==> config.mk <==
export PLATFORM = sky130hd
export DESIGN_NAME = factor_mult
export DESIGN_NICKNAME = d
export VERILOG_FILES = /design/src/rtl/factor_mult_pkg.sv /design/src/rtl/factor_mult_div.sv /design/src/rtl/factor_mult.sv
export SDC_FILE = /design/constraint.sdc
export NUM_CORES = 1
export LEC_CHECK = 0
export BUFFER_PORTS_ARGS = -buffer_cell sky130_fd_sc_hd__buf_4
export CAP_MARGIN = 30
export CORE_MARGIN = 8
export CORE_UTILIZATION = 64
export CTS_CLUSTER_SIZE = 20
export DETAILED_ROUTE_END_ITERATION = 16
export GPL_TIMING_DRIVEN = 0
export PLACE_DENSITY = 0.88
export SETUP_SLACK_MARGIN = 0.05
export SLEW_MARGIN = 25
export SYNTH_ARGS = -nofsm -noshare
export SYNTH_HDL_FRONTEND = slang
export SYNTH_HIERARCHICAL = 1
export SYNTH_SLANG_ARGS = --single-unit
==> constraint.sdc <==
create_clock -name Clk -period 6.6 [get_ports Clk]
set_clock_uncertainty 0.15 [all_clocks]
set_input_delay 0.66 -clock Clk [delete_from_list [all_inputs] [get_ports Clk]]
set_output_delay 0.66 -clock Clk [all_outputs]
set_load 0.05 [all_outputs]
==> src/rtl/factor_mult_pkg.sv <==
// Shared definitions for the factor_mult multiplicity stage: FSM states,
// default operand width and the exponent-width rule.
package factor_mult_pkg;

    localparam int W_DEF = 8;

    // Holds multiplicities up to W-1.
    function automatic int exp_width(input int w);
        return $clog2(w) + 1;
    endfunction

    typedef enum logic [1:0] {
        IDLE  = 2'd0,
        CHECK = 2'd1,
        DIV   = 2'd2
    } state_t;

endpackage

==> src/rtl/factor_mult_div.sv <==
// One repeated-subtraction division pass: load a dividend, then subtract the
// divisor once per step until the remainder drops below it.
module factor_mult_div
    import factor_mult_pkg::*;
#(
    parameter int W = W_DEF
) (
    input  logic         Clk,
    input  logic         Rst,
    input  logic         load,
    input  logic [W-1:0] load_val,
    input  logic         step,
    input  logic [W-1:0] dr,
    output logic [W-1:0] quot,
    output logic         ge,
    output logic         rem_zero
);

    logic [W-1:0] rem;

    assign ge       = (rem >= dr);
    assign rem_zero = (rem == '0);

    always_ff @(posedge Clk or posedge Rst) begin
        if (Rst) begin
            rem  <= '0;
            quot <= '0;
        end else if (load) begin
            rem  <= load_val;
            quot <= '0;
        end else if (step && ge) begin
            rem  <= rem - dr;
            quot <= quot + W'(1);
        end
    end

endmodule

==> src/rtl/factor_mult.sv <==
// Strips every factor D out of A, reporting multiplicity E and cofactor Q.
// Work starts on a rising edge of valid; done pulses once per request.
//
// state | meaning
// IDLE  | waiting for a rising edge on valid; results held
// CHECK | shortcut cases (A<2, invalid D, D==A) or load first divide pass
// DIV   | one subtraction per cycle; each exact pass bumps E and re-divides
module factor_mult
    import factor_mult_pkg::*;
#(
    parameter int W  = W_DEF,
    parameter int EW = exp_width(W)
) (
    input  logic          Clk,
    input  logic          Rst,
    input  logic [W-1:0]  A,
    input  logic [W-1:0]  D,
    input  logic          valid,
    output logic          busy,
    output logic [W-1:0]  P,
    output logic [EW-1:0] E,
    output logic [W-1:0]  Q,
    output logic          err,
    output logic          done
);

    localparam logic [W-1:0]  ONE_W  = W'(1);
    localparam logic [W-1:0]  TWO_W  = W'(2);
    localparam logic [EW-1:0] ONE_EW = EW'(1);

    state_t        state, state_nxt;
    logic          valid_q;
    logic [W-1:0]  n_r, n_nxt;
    logic [W-1:0]  dr_r, dr_nxt;
    logic [W-1:0]  p_nxt, q_nxt;
    logic [EW-1:0] e_nxt;
    logic          err_nxt, busy_nxt, finish;

    logic          sd_load, sd_step, sd_ge, sd_zero;
    logic [W-1:0]  sd_load_val, sd_quot;

    logic accept;
    assign accept = valid && !valid_q;

    factor_mult_div #(.W(W)) u_div (
        .Clk      (Clk),
        .Rst      (Rst),
        .load     (sd_load),
        .load_val (sd_load_val),
        .step     (sd_step),
        .dr       (dr_r),
        .quot     (sd_quot),
        .ge       (sd_ge),
        .rem_zero (sd_zero)
    );

    always_ff @(posedge Clk or posedge Rst) begin
        if (Rst) begin
            state   <= IDLE;
            valid_q <= 1'b0;
            n_r     <= '0;
            dr_r    <= '0;
            busy    <= 1'b0;
            P       <= '0;
            E       <= '0;
            Q       <= '0;
            err     <= 1'b0;
            done    <= 1'b0;
        end else begin
            state   <= state_nxt;
            valid_q <= valid;
            n_r     <= n_nxt;
            dr_r    <= dr_nxt;
            busy    <= busy_nxt;
            P       <= p_nxt;
            E       <= e_nxt;
            Q       <= q_nxt;
            err     <= err_nxt;
            done    <= finish;
        end
    end

    always_comb begin
        state_nxt   = state;
        n_nxt       = n_r;
        dr_nxt      = dr_r;
        p_nxt       = P;
        e_nxt       = E;
        q_nxt       = Q;
        err_nxt     = err;
        busy_nxt    = busy;
        finish      = 1'b0;
        sd_load     = 1'b0;
        sd_step     = 1'b0;
        sd_load_val = sd_quot;

        case (state)
            IDLE: begin
                if (accept) begin
                    n_nxt     = A;
                    dr_nxt    = D;
                    err_nxt   = 1'b0;
                    busy_nxt  = 1'b1;
                    state_nxt = CHECK;
                end
            end
            CHECK: begin
                sd_load_val = n_r;
                if (n_r < TWO_W) begin
                    p_nxt  = n_r;
                    e_nxt  = '0;
                    q_nxt  = n_r;
                    finish = 1'b1;
                end else if ((dr_r < TWO_W) || (dr_r > n_r)) begin
                    err_nxt = 1'b1;
                    p_nxt   = dr_r;
                    e_nxt   = '0;
                    q_nxt   = n_r;
                    finish  = 1'b1;
                end else if (dr_r == n_r) begin
                    p_nxt  = dr_r;
                    e_nxt  = ONE_EW;
                    q_nxt  = ONE_W;
                    finish = 1'b1;
                end else begin
                    sd_load   = 1'b1;
                    e_nxt     = '0;
                    p_nxt     = dr_r;
                    state_nxt = DIV;
                end
            end
            DIV: begin
                if (sd_ge) begin
                    sd_step = 1'b1;
                end else if (sd_zero) begin
                    // Exact division: the quotient becomes the new number.
                    n_nxt = sd_quot;
                    e_nxt = E + ONE_EW;
                    if (sd_quot >= dr_r) begin
                        sd_load = 1'b1;
                    end else begin
                        q_nxt  = sd_quot;
                        finish = 1'b1;
                    end
                end else begin
                    q_nxt  = n_r;
                    finish = 1'b1;
                end
            end
            default: state_nxt = IDLE;
        endcase

        if (finish) begin
            busy_nxt  = 1'b0;
            state_nxt = IDLE;
        end
    end

endmodule

==> results.md <==
- Worst Path Required: 6.66 ns
- Lkg Pwr: 2.132 nW
- Register-to-Register Path Depth: 11
- GRT overflow: 0
- Initial Util: 65.02%
- H-Tree Depth: 3
- Worst path depth: 11
- CP delay by family, top: simple AND/OR/NAND/NOR gates
- Worst path cell trace: ha_1 > a21oi_1 > a21boi_0 > or4_1 > nor3_1 > nor2_1 > nor2_1 > buf_1 > clkbuf_1 > nand2_1 > o311ai_0
- Max cap viols: 0
- Crit Path Category: flip-flop to flip-flop
- FFs w/ async S/R, synth: 100.0%
- Area leader, netlist: dfrtp_1
- CORE AREA: 0.005781 mm²
- Util after Layout: 75.78%
- Top FF cell, synth: dfrtp_1
- Area Overhead vs Synth: 16.54%
- R2R Path End: u_div/rem[0]$_DFFE_PP0P_
- GRT Total Usage: 23.45%
- CTS resizes: 0
- Post-route ant nets: 0
- Final setup viols: 0
- Fin crit period: 3.758 ns
- Die area: 0.008581 mm²
- Net count after synthesis: 446
- First-pass GRT wire length: 15.95 mm
- Worst Setup SP: dr_r[6]$_DFFE_PP0P_
- Cell variety after synth: 60
- Via count: 3,291
- Worst-Skew Late Latency: 0.35 ns
- Critical Path End: u_div/rem[0]$_DFFE_PP0P_
- Synth Instances: 397
- Share of post-route cells with drive strength above 1: 22.03%
- Largest net degree at the start of global routing: 25
- Cell Area, Synth: 0.003759 mm²
- Syn avg cell area: 9.468 µm²
- Synth Register Bits: 58
- R2R Path Start: dr_r[6]$_DFFE_PP0P_
- CTS tree: done
- Vias/cell: 6.221
- Ports: 42
- CTS clock-pin slew for the worst setup and hold paths: 0.07 ns
- Largest stage delay, worst path: 0.60 ns
- Unrepaired setup endpoints after global routing: no
- Starting DRT DRC Count: 255
- Slowest-stage cell, CP: or4_1
- CP Buf/Inv Count: 2
- Worst Tran Pin Value: 0.9879 ns
- CP Max Fanout: 10
- Min-Delay Path Class: primary input to async pin
- Port Buffers: 41
- Maximum clock path buffer count: 2
- Vias in the first global route: 3,369
- Fin crit share: 56.94%
- DIE HEIGHT: 92.64 µm
- Row count: 28
- Worst ir drop on vdd: 0.2980 mV
- Share of the synthesized area in the top cell type: 38.62%
- Top area cells in the synthesized netlist: dfrtp_1 (39%), ha_1 (9.7%), mux2_2 (6.9%), inv_1 (4.1%), nand2_1 (3.6%)
- First-pass DRT Iterations: 5
- Setup crit start kind: flip-flop
- # Post-CTS Setup Buffers: 0
- Final WL: 9.797 mm
- Remaining routing DRC violations: 0
- Nets@finish: 499
- Fmax: 266.1 MHz
- Number of diodes: 0
- Slew Limit Fails: 0
- Status: finished, final reports clean
- Die X: 92.64 µm
- Register area share after synthesis: 38.62%
- Max_slew headroom: 33.74%
- Power density over cell area: 537.4 mW/mm²
- Reg2reg setup slack: 2.84 ns
- Crit. End Element: flip-flop
- Total CTS buffers: 9
- WP data arrival: 3.82 ns
- DPL Wire Length: 7.011 mm
- CTS Root Cell: clkbuf_8
- Antenna violations before repair: 0
- CTS sink cnt: 58
- Cell mode on critical path: nor2_1
- Number of synthesized flops with an enable pin: 0
- Number of hold violations in the final report: 0
- Drt wl/cell: 18.52 µm
- Post-CTS Hold Buffers: 0
- Setup TNS: 0 ns
- Warnings, synthesis: 6
- Placer Congestion: 0.9246
[cells in the final DEF (no fill, tap or decap), types with 6 or more instances in the layout]
| master | Yosys | layout |
|---|---|---|
| mux2i_1 | 13 | 13 |
| inv_1 | 41 | 40 |
| xor2_1 | 8 | 8 |
| clkbuf_8 | 0 | 10 |
| a22o_1 | 7 | 7 |
| a21oi_1 | 24 | 24 |
| clkbuf_1 | 12 | 12 |
| nand4_1 | 6 | 6 |
| nand2_1 | 36 | 36 |
| or4_1 | 6 | 6 |
| ha_1 | 29 | 29 |
| nand3_1 | 8 | 8 |
| mux2_2 | 23 | 23 |
| nor2_1 | 25 | 25 |
| dfrtp_1 | 58 | 58 |
| buf_4 | 0 | 41 |
| o21ai_0 | 22 | 22 |
[worst min-delay path by stage]
stage,from,to,slack [ns]
CTS,Rst,dr_r[4]$_DFFE_PP0P_,0.19
floorplan,u_div/rem[0]$_DFFE_PP0P_,u_div/rem[0]$_DFFE_PP0P_,0.36
detailed placement,P[6]$_DFFE_PP0P_,P[6]$_DFFE_PP0P_,0.33
finish,Rst,dr_r[4]$_DFFE_PP0P_,0.19
global placement,P[1]$_DFFE_PP0P_,P[1]$_DFFE_PP0P_,0.32
global route,Rst,dr_r[4]$_DFFE_PP0P_,0.21
[cell families after synthesis]
group,synth area share (%)
AOI/OAI and AO/OA,16.58
xor gates and xnor gates,2.097
adders and majority gates,10.19
buffers and inverters,6.059
DFF,38.62
muxes,10.35
and+or+nand+nor,16.11
[sequential cells by signal, summed over array words and instances (netlist names)]
signal and cells:
state 2, P 8, n_r 8, busy 1
done 1, u_div/rem 8, u_div/quot 8, dr_r 8
Q 8, err 1, E 4, valid_q 1
[stage by stage]
stage	total power [mW]	setup WS, ns	area, µm²	std cells	hold slack (ns)
detailed placement	1.982	3.001	4188	514	0.3288
global route	2.500	2.661	4380	529	0.2062
finish	2.354	2.842	4380	529	0.1853
CTS	2.335	2.938	4380	529	0.1933
global placement	1.918	3.136	4160	513	0.3245
floorplan	1.628	3.658	3759	397	0.3607
[synth_stat cells, types with 3 or more instances]
cell	number
a211oi_1	3
a21oi_1	24
a22o_1	7
clkbuf_1	12
dfrtp_1	58
ha_1	29
inv_1	41
mux2_2	23
mux2i_1	13
nand2_1	36
nand2b_1	4
nand3_1	8
nand3b_1	3
nand4_1	6
nor2_1	25
nor2b_1	3
nor3_1	4
o21ai_0	22
o22ai_1	5
o31ai_1	3
or3_1	3
or4_1	6
xor2_1	8
[worst reg2reg max path: stages (launching register included)]
cell      delay, ns
dfrtp_1        0.55
ha_1           0.34
a21oi_1        0.15
a21boi_0       0.13
or4_1          0.60
nor3_1         0.38
nor2_1         0.10
nor2_1         0.17
buf_1          0.38
clkbuf_1       0.41
nand2_1        0.12
o311ai_0       0.14
[metal layers]
| metal | routed length (µm) | track usage [%] |
|---|---|---|
| met5 | 0 | 0 |
| met4 | 288 | 12.35 |
| met3 | 507 | 5.178 |
| met1 | 4039 | 26.39 |
| met2 | 4961 | 40.70 |
[where the power goes]
| group | total, mW | internal [mW] | leakage [nW] | switching (mW) |
|---|---|---|---|---|
| clock network | 0.325 | 0.181 | 0.0941 | 0.144 |
| logic | 1.39 | 0.549 | 1.30 | 0.837 |
| registers | 0.642 | 0.485 | 0.733 | 0.157 |
| total | 2.35 | 1.22 | 2.13 | 1.14 |
[final cells by class]
cell class | count | area, µm²
buffer | 17 | 73.82
clock buffer | 10 | 137.6
clock inverter | 5 | 55.05
fill | 396 | 1400
inverter | 41 | 153.9
multi-input combinational | 281 | 2079
sequential | 58 | 1451
tap | 75 | 93.84
timing repair buffer | 42 | 335.3
No activity file was read; power rests on OpenSTA's default activity.
